==> config.mk <==
export PLATFORM = sky130hd
export DESIGN_NAME = switch_lock_ctrl_flat
export DESIGN_NICKNAME = d
export VERILOG_FILES = /design/src/rtl/switch_pkg.sv /design/src/rtl/switch_lock_ctrl_if.sv /design/src/rtl/switch_wrap_det.sv /design/src/rtl/switch_lock_ctrl.sv /design/src/flat_wrapper.sv
export SDC_FILE = /design/constraint.sdc
export NUM_CORES = 1
export LEC_CHECK = 0
export CORE_MARGIN = 2
export CORE_UTILIZATION = 35
export CTS_BUF_LIST = sky130_fd_sc_hd__clkbuf_8
export CTS_CLUSTER_SIZE = 20
export DETAILED_ROUTE_END_ITERATION = 8
export HOLD_SLACK_MARGIN = 0.05
export SLEW_MARGIN = 40
export SYNTH_ARGS = -nofsm -noshare
export SYNTH_HDL_FRONTEND = slang
export SYNTH_SLANG_ARGS = --single-unit
export TNS_END_PERCENT = 10
==> constraint.sdc <==
create_clock -name clk -period 1.6 [get_ports clk]
set_input_delay 0.4 -clock clk [delete_from_list [all_inputs] [get_ports clk]]
set_output_delay 0.4 -clock clk [all_outputs]
set_load 0.02 [all_outputs]
==> src/rtl/switch_pkg.sv <==
// Shared types and constants for the switch-lock controller.
package switch_pkg;

   typedef enum logic [1:0] {
      SW_IDLE      = 2'd0,
      SW_LONG_LOCK = 2'd1,
      SW_SHORT2    = 2'd2,
      SW_DONE      = 2'd3
   } sw_state_e;

   localparam int unsigned SW_LONG_LIMIT  = 10;
   localparam int unsigned SW_SHORT_LIMIT = 2;

   localparam logic [1:0] SW_POS_WRAP_FROM = 2'b11;
   localparam logic [1:0] SW_POS_WRAP_TO   = 2'b00;

endpackage : switch_pkg

==> src/rtl/switch_lock_ctrl_if.sv <==
// Request/lock handshake between the requester and the switch-lock controller.
interface switch_lock_ctrl_if;

   logic       switch_enb;
   logic [1:0] switch_select;
   logic       lock_ack;
   logic       lock_enb;
   logic       done;
   logic       busy;
   logic       timeout;
   logic [1:0] sel_latched;
   logic       req_drop;

   modport master (
      output switch_enb, switch_select, lock_ack,
      input  lock_enb, done, busy, timeout, sel_latched, req_drop
   );

   modport slave (
      input  switch_enb, switch_select, lock_ack,
      output lock_enb, done, busy, timeout, sel_latched, req_drop
   );

endinterface : switch_lock_ctrl_if

==> src/rtl/switch_wrap_det.sv <==
// Detects a 2'b11 -> 2'b00 wrap of the requested switch position.
module switch_wrap_det
   import switch_pkg::*;
(
   input  logic       clk,
   input  logic       reset_n,
   input  logic [1:0] switch_select,
   output logic       wrap
);

   logic [1:0] prev_sel_q;
   logic [1:0] prev_sel_d;

   // Previous position follows the input every cycle.
   always_comb begin
      prev_sel_d = switch_select;
   end

   // Previous-position register.
   always_ff @(posedge clk or negedge reset_n) begin
      if (!reset_n) prev_sel_q <= 2'b00;
      else          prev_sel_q <= prev_sel_d;
   end

   assign wrap = (switch_select == SW_POS_WRAP_TO) && (prev_sel_q == SW_POS_WRAP_FROM);

endmodule : switch_wrap_det

==> src/rtl/switch_lock_ctrl.sv <==
// Switch-lock controller: sequences lock_enb and done for each accepted request.
module switch_lock_ctrl
   import switch_pkg::*;
#(
   parameter int unsigned LONG_MAX  = 10,
   parameter int unsigned SHORT_MAX = 2
)(
   input  logic               clk,
   input  logic               reset_n,
   switch_lock_ctrl_if.slave  bus
);

   localparam int unsigned CNT_W = 4;

   // Elaboration-time parameter range checks.
   if (LONG_MAX < 1 || LONG_MAX > SW_LONG_LIMIT) begin : g_bad_long_max
      $error("LONG_MAX out of range");
   end
   if (SHORT_MAX < 1 || SHORT_MAX > SW_SHORT_LIMIT) begin : g_bad_short_max
      $error("SHORT_MAX out of range");
   end

   sw_state_e        state_q, state_d;
   logic [CNT_W-1:0] cnt_q, cnt_d;
   logic [1:0]       sel_latched_q, sel_latched_d;
   logic             timeout_pend_q, timeout_pend_d;

   logic             wrap;
   logic [CNT_W-1:0] cnt_inc;
   logic             long_last;
   logic             lock_enb_c;
   logic             req_drop_c;

   switch_wrap_det u_wrap_det (
      .clk           (clk),
      .reset_n       (reset_n),
      .switch_select (bus.switch_select),
      .wrap          (wrap)
   );

   assign cnt_inc   = cnt_q + CNT_W'(1);
   assign long_last = (cnt_inc == CNT_W'(LONG_MAX));

   // Next-state, counter and Mealy output logic.
   always_comb begin
      state_d        = state_q;
      cnt_d          = cnt_q;
      sel_latched_d  = sel_latched_q;
      timeout_pend_d = timeout_pend_q;
      lock_enb_c     = 1'b0;
      req_drop_c     = 1'b0;

      unique case (state_q)
         SW_IDLE: begin
            if (bus.switch_enb) begin
               sel_latched_d = bus.switch_select;
               if (wrap) begin
                  cnt_d   = '0;
                  state_d = SW_LONG_LOCK;
               end else begin
                  // Short path locks in the acceptance cycle itself.
                  lock_enb_c = 1'b1;
                  if (bus.lock_ack || SHORT_MAX == 1) state_d = SW_DONE;
                  else                                state_d = SW_SHORT2;
               end
            end
         end
         SW_SHORT2: begin
            lock_enb_c = 1'b1;
            req_drop_c = bus.switch_enb;
            state_d    = SW_DONE;
         end
         SW_LONG_LOCK: begin
            lock_enb_c = 1'b1;
            req_drop_c = bus.switch_enb;
            if (bus.lock_ack || long_last) begin
               // Counter holds on exit so it never reaches LONG_MAX.
               state_d = SW_DONE;
               if (!bus.lock_ack) timeout_pend_d = 1'b1;
            end else begin
               cnt_d = cnt_inc;
            end
         end
         SW_DONE: begin
            req_drop_c     = bus.switch_enb;
            timeout_pend_d = 1'b0;
            state_d        = SW_IDLE;
         end
         default: state_d = SW_IDLE;
      endcase
   end

   // State and datapath registers.
   always_ff @(posedge clk or negedge reset_n) begin
      if (!reset_n) begin
         state_q        <= SW_IDLE;
         cnt_q          <= '0;
         sel_latched_q  <= 2'b00;
         timeout_pend_q <= 1'b0;
      end else begin
         state_q        <= state_d;
         cnt_q          <= cnt_d;
         sel_latched_q  <= sel_latched_d;
         timeout_pend_q <= timeout_pend_d;
      end
   end

   assign bus.lock_enb    = lock_enb_c;
   assign bus.req_drop    = req_drop_c;
   assign bus.done        = (state_q == SW_DONE);
   assign bus.timeout     = (state_q == SW_DONE) && timeout_pend_q;
   assign bus.busy        = (state_q != SW_IDLE);
   assign bus.sel_latched = sel_latched_q;

endmodule : switch_lock_ctrl

==> src/flat_wrapper.sv <==
// flat-port wrapper written by rule: the top's interface ports become plain ports
module switch_lock_ctrl_flat import switch_pkg::*;
#(
   parameter int unsigned LONG_MAX  = 10,
   parameter int unsigned SHORT_MAX = 2
)
  (clk, reset_n, bus_switch_enb, bus_switch_select, bus_lock_ack, bus_lock_enb, bus_done, bus_busy, bus_timeout, bus_sel_latched, bus_req_drop);
  switch_lock_ctrl_if bus_i ();
  input  logic clk;
  input  logic reset_n;
  input wire logic [$bits(bus_i.switch_enb)-1:0] bus_switch_enb;
  input wire logic [$bits(bus_i.switch_select)-1:0] bus_switch_select;
  input wire logic [$bits(bus_i.lock_ack)-1:0] bus_lock_ack;
  output wire logic [$bits(bus_i.lock_enb)-1:0] bus_lock_enb;
  output wire logic [$bits(bus_i.done)-1:0] bus_done;
  output wire logic [$bits(bus_i.busy)-1:0] bus_busy;
  output wire logic [$bits(bus_i.timeout)-1:0] bus_timeout;
  output wire logic [$bits(bus_i.sel_latched)-1:0] bus_sel_latched;
  output wire logic [$bits(bus_i.req_drop)-1:0] bus_req_drop;
  assign bus_i.switch_enb = bus_switch_enb;
  assign bus_i.switch_select = bus_switch_select;
  assign bus_i.lock_ack = bus_lock_ack;
  assign bus_lock_enb = bus_i.lock_enb;
  assign bus_done = bus_i.done;
  assign bus_busy = bus_i.busy;
  assign bus_timeout = bus_i.timeout;
  assign bus_sel_latched = bus_i.sel_latched;
  assign bus_req_drop = bus_i.req_drop;
  switch_lock_ctrl #(.LONG_MAX(LONG_MAX), .SHORT_MAX(SHORT_MAX)) u_core (.clk(clk), .reset_n(reset_n), .bus(bus_i));
endmodule
==> impl_metrics.json <==
{
  "outcome": "finished with violations",
  "violations": "negative setup slack",
  "htreeDepth": 1,
  "std_cell_rows": 16,
  "grt.overflow.total": 0,
  "wl_um": 2000,
  "worstMarginPinSlew_ps": 263,
  "antenna_found_initial": 0,
  "worstHoldPathType": "input pin to flop",
  "timing.rr.start": "u_core.state_q[0]",
  "clockBufferDepth": 2,
  "dp_hpwl_um": 1370,
  "ys_seq_area_share_pct": 37.4,
  "power_density_nw_per_um2": 1870,
  "firstDrtPassIters": 6,
  "dieHeight_um": 49.9,
  "cp-startpoint": "u_core.state_q[0]",
  "syn_nets": 82,
  "min_period_over_period_pct": 105,
  "drv_cap": 0,
  "synthTopCellsByArea": "dfrtp_1 37%, ha_1 10%, inv_1 5.1%",
  "die_w_um": 49.9,
  "io_buffer_count": 12,
  "cts_root_buffer": "clkbuf_8",
  "detail_route.wl_per_cell_um": 13.8,
  "p_leak_uw": 0.000585,
  "initial_core_util_pct": 37.2,
  "end_kind": "output port",
  "grt_max_degree": 12,
  "yosysMostFrequentCell": "dfrtp_1",
  "critPathKind": "flop to output port",
  "path_clk_slew_ps": 50,
  "path_max_fanout": 2,
  "setup_viol": 3,
  "max_freq_mhz": 594,
  "design.final.nets": 131,
  "grt_pass1_wl_um": 3290,
  "clock_latency_ps": 240,
  "synthesis.area_um2": 737,
  "hold_viol": 0,
  "ctsHoldBuffers": 0,
  "synthCells": 70,
  "post-synth-top-area-cell": "dfrtp_1",
  "cpPeakStageDelay_ps": 400,
  "ir_worst_vdd_mv": 0.983,
  "slowest_stage": "dfrtp_1",
  "drt_first_iter_violations": 7,
  "synth.ff_latch_count": 11,
  "rsz0062_at_grt": "true",
  "cts.sinks": 11,
  "fin_util_pct": 66.8,
  "cp_cell_sequence": "inv_2 -> ha_4 -> a31oi_4 -> nor2_2 -> buf_6",
  "drtAntennaViolNets": 0,
  "vias": 730,
  "critPathArrivalTime_ps": 1280,
  "dieArea_um2": 2490,
  "skew_ps": 1.49,
  "yosys_warnings": 0,
  "rrSetupSlack_ps": 10,
  "post-place-ws_ps": -645,
  "ff2ff_path_depth": 7,
  "place_congestion": 0.856,
  "first_global_vias": 746,
  "synth_ff_type": "dfrtp_1",
  "drc_errors": 0,
  "viasPerCell": 5.03,
  "drive_gt1_share_pct": 56.8,
  "relSlewSlack_pct": 82.5,
  "r2r-end": "u_core.state_q[0]",
  "slew_violations": 0,
  "cp_data_required_time_ps": 1200,
  "synth.avg_cell_area_um2": 10.5,
  "synth_top_area_share_pct": 37.4,
  "area_growth_pct": 79.6,
  "cts_tree": "built",
  "numCtsBuffers": 3,
  "ys_async_sr_fraction_pct": 100,
  "setup_ws_ps": -84.6,
  "synth-edff-count": 0,
  "n_antenna_cell": 0,
  "synth.distinct_cells": 31,
  "coreArea_um2": 1980,
  "worst_setup_path_start_kind": "flop",
  "synth_common_cells": "11 x dfrtp_1, 10 x inv_1, 6 x ha_1, 6 x nor2_1",
  "cp-endpoint": "bus_lock_enb",
  "track_usage_pct": 17.7,
  "boundaryPins": 13,
  "period_minus_slack_ps": 1680
}
power breakdown:
group	total (µW)	leakage [µW]	switching (µW)	internal (µW)
Clock	278	0.0000269	109	169
Combinational	1680	0.000425	730	951
Sequential	513	0.000134	125	388
Total	2470	0.000585	964	1510
layout by cell type (no fill, tap or decap), types with 3 or more instances in the layout:
cell,n
buf_4,28
ha_4,5
inv_2,4
dlygate4sd2_1,4
dfrtp_1,9
nor2_1,3
clkbuf_8,3
nand2_1,3
inv_1,7
nor2_2,3
buf_6,8
nand4_1,3
logic make-up (layout without fill, tap and decap cells):
kind of cell / count (synthesis) / in the layout / share of synthesized area [%]
AOI/OAI and AO/OA: 19 / 19 / 24.6
adders and majority gates: 6 / 6 / 10.2
buffers and inverters: 11 / 59 / 5.60
DFF: 11 / 11 / 37.4
muxes: 5 / 5 / 7.81
and+or+nand+nor: 18 / 18 / 14.4
area by class of cell:
type                       count  area [µm²]
fill                         150         658
timing repair buffer          44         373
clock buffer                   3        41.3
tap                           27        33.8
clock inverter                 1        3.75
inverter                      11        43.8
sequential                    11         278
multi-input combinational     48         551
worst max-delay path, delay by kind of cell (launching register included):
kind	cells	cell delay (ps)
and+or+nand+nor	1	60
buffers and inverters	2	230
AOI/OAI and AO/OA	1	140
adders and majority gates	1	220
DFF	1	400
metrics by stage:
stage / hold WS (ps) / cell area (µm²) / power [µW] / setup TNS [ps] / std cells
after CTS: 432 / 1210 / 2200 / -380 / 143
after global placement: 482 / 1100 / 1760 / -2680 / 137
final: 428 / 1320 / 2470 / -99.8 / 145
after global routing: 453 / 1320 / 2640 / -471 / 145
after floorplan: 104 / 739 / 1120 / 0 / 70
after detailed placement: 489 / 1100 / 1780 / -2750 / 137
worst min-delay path by stage:
stage	slack, ps	to	from	cells past startpoint
CTS	430	u_core.u_wrap_det.prev_sel_q[1]	bus_switch_select[1]	1
floorplan	100	u_core.bus.sel_latched[0]	reset_n	0
detailed placement	490	u_core.bus.sel_latched[0]	u_core.bus.sel_latched[0]	1
global placement	480	u_core.bus.sel_latched[0]	u_core.bus.sel_latched[0]	1
finish	430	u_core.u_wrap_det.prev_sel_q[1]	bus_switch_select[1]	1
global route	450	u_core.u_wrap_det.prev_sel_q[1]	bus_switch_select[1]	1
what timing repair did:
| action | 4_1_cts | 5_1_grt |
|---|---|---|
| endpoints found under the setup margin | 12 | 13 |
| setup buffers | 2 | 2 |
| resized for setup | 40 | 23 |
| pin swaps | 6 | 11 |
metal layers:
layer	routed length [µm]	track usage [%]	vias to the layer above
met1	814	21.0	352
met2	1080	31.3	17
met4	30	6.94	0
li1	-	-	357
met5	0	0	-
met3	72	3.03	4
flip-flops by register name, indices dropped and copies added (netlist names):
| signal | flops |
|---|---|
| u_core.cnt_q | 4 |
| u_core.u_wrap_det.prev_sel_q | 2 |
| u_core.state_q | 2 |
| u_core.bus.sel_latched | 2 |
| u_core.timeout_pend_q | 1 |
Note: power is estimated with default switching activity, not from simulation.
==> edit: new RTL, same settings <==
`CNT_W`: 4 -> 3.
--- a/src/rtl/switch_lock_ctrl.sv
+++ b/src/rtl/switch_lock_ctrl.sv
@@ -10,7 +10,7 @@
    switch_lock_ctrl_if.slave  bus
 );
 
-   localparam int unsigned CNT_W = 4;
+   localparam int unsigned CNT_W = 3;
 
    // Elaboration-time parameter range checks.
    if (LONG_MAX < 1 || LONG_MAX > SW_LONG_LIMIT) begin : g_bad_long_max
Behaviour: not the same (Yosys sat finds a counterexample within 10 cycles, from zero or initial values and one cycle with reset_n low).
==> edit against the original RTL <==
  * The flow still finishes with violations (setup timing)
  * Global-route usage is 0.97 points lower
  * Sequential share of layout area is 4.8 points higher
  * Clock skew is 1.0 ps lower
  * Synthesized area is 16% lower
  * Worst setup slack better by 28 ps
  * Critical path type is now input pin to output pin
  * Wire length is 30% lower
  * Combinational power is 28% lower
  * Critical path depth stayed put
  * Power is 21% lower
  * Final cell count is 26% lower
  * Critical endpoint unchanged
  * Design area is 27% lower
  * Die area is 15% lower
  * Sequential cell count is 1 lower
==> edit: results (changes against the original RTL) <==
[run_status]
outcome = finished with violations
failed_checks = setup timing

[power]
clock_power_share = 0.169  ; +0.057
switching_power_w = 0.0007608  ; -21%
irDropWorstVdd_mv = 0.9849  ; +0.22%
p_leak_nw = 0.4527  ; -23%
comb_power_w = 0.00121  ; -28%

[layout]
drive_gt1_frac = 0.4615  ; -0.1063

[detailed_routing]
wire_per_inst_um = 13.02  ; -5.5%
vias = 554  ; -24%
firstDrtPassIters = 4  ; -2

[setup_path]
timing.rr.end = u_core.state_q[1]
cp_slowest_stage_delay_ps = 250  ; -150 ps
critPathLaunch = bus_switch_select[0]
worst-r2r-setup-slack_ps = 110  ; +100 ps
cp.arrival_ps = 1260  ; -20 ps
slowest_stage = dlygate4sd2_1
rr_worst_depth = 5  ; -2
cp_max_fo = 3  ; +1
r2r_start = u_core.cnt_q[0]

[synthesis]
synth_cell_types = 28  ; -9.7%
syn-num-nets = 73  ; -11%
synthTopCellsByCount = 10 x dfrtp_1, 8 x inv_1, 6 x ha_1, 6 x nor2_1, 3 x nand2_1
syn_avg_cell_area_um2 = 10.09  ; -4.1%
synth_area_leaders = dfrtp_1 41%, ha_1 12%, inv_1 4.9%

[grt]
grt_first_pass_wirelength_mm = 2.435  ; -26%
grt_usage = 0.1672  ; -0.009676
grt_start_max_net_pins = 11  ; -1
grt_pass1_vias = 592  ; -21%

[sta]
whs_ps = 427.0  ; -1.041 ps
finClkSkew_ps = 0.4410  ; -1.044 ps
setup_tns_ps = -86.16  ; +13.65 ps
setup_viol = 2  ; -1
slew_headroom = 0.6823  ; -0.1427
fin_ws_ps = -56.80  ; +27.77 ps

[place]
dp.cells = 104  ; -24%
gp_congestion = 0.7712  ; -9.9%
place_area_um2 = 864.6  ; -22%

[worst_hold_path]
hold_end = u_core.u_wrap_det.prev_sel_q[1]

[clock_network]
cts_setup_buffers = 0  ; -2

==> edit: kinds of logic after synthesis <==
kind of cell    Yosys count  share of synthesized area
compound gates           16                     0.2155
simple gates             16                     0.1321
flops                    10                     0.4065
buf+inv                   9                    0.05690
fa+ha+maj                 6                     0.1219
mux                       3                    0.05284
xor+xnor                  1                    0.01423
==> edit: per-stage QoR <==
stage	power, W	setup slack, ps
global route	0.002091	-105.4
floorplan	0.001045	71.31
finish	0.001943	-56.80
global placement	0.001504	-645.3
CTS	0.001908	-70.47
detailed placement	0.001509	-662.0
==> edit: area by class of cell <==
| class | instances | area, µm² |
|---|---|---|
| fillers | 155 | 716.9 |
| multi-input cells | 42 | 395.4 |
| flip-flops and latches | 10 | 250.2 |
| repair buffers | 27 | 220.2 |
| clock buffers | 4 | 55.05 |
| inverters | 8 | 30.03 |
| well taps | 17 | 21.27 |
==> edit: repair_timing <==
item / in CTS / in global routing
hold endpoints to repair: 0 / 0
setup endpoints to repair: 8 / 12
pin swaps: 3 / 2
gates resized for setup: 30 / 12
==> edit: per-layer routing <==
metal / wire [µm] / share of wire / global-route usage
met4: 25 / 0.018 / 0.08571
met3: 66 / 0.047 / 0.04762
met5: 0 / 0 / 0
met1: 642 / 0.46 / 0.2098
met2: 672 / 0.48 / 0.2583
==> edit: worst max-delay path, delay by kind of cell <==
kind / cells / cell delay (ps)
and+or+nand+nor: 2 / 300
buffers and inverters: 2 / 400
AOI/OAI and AO/OA: 1 / 150
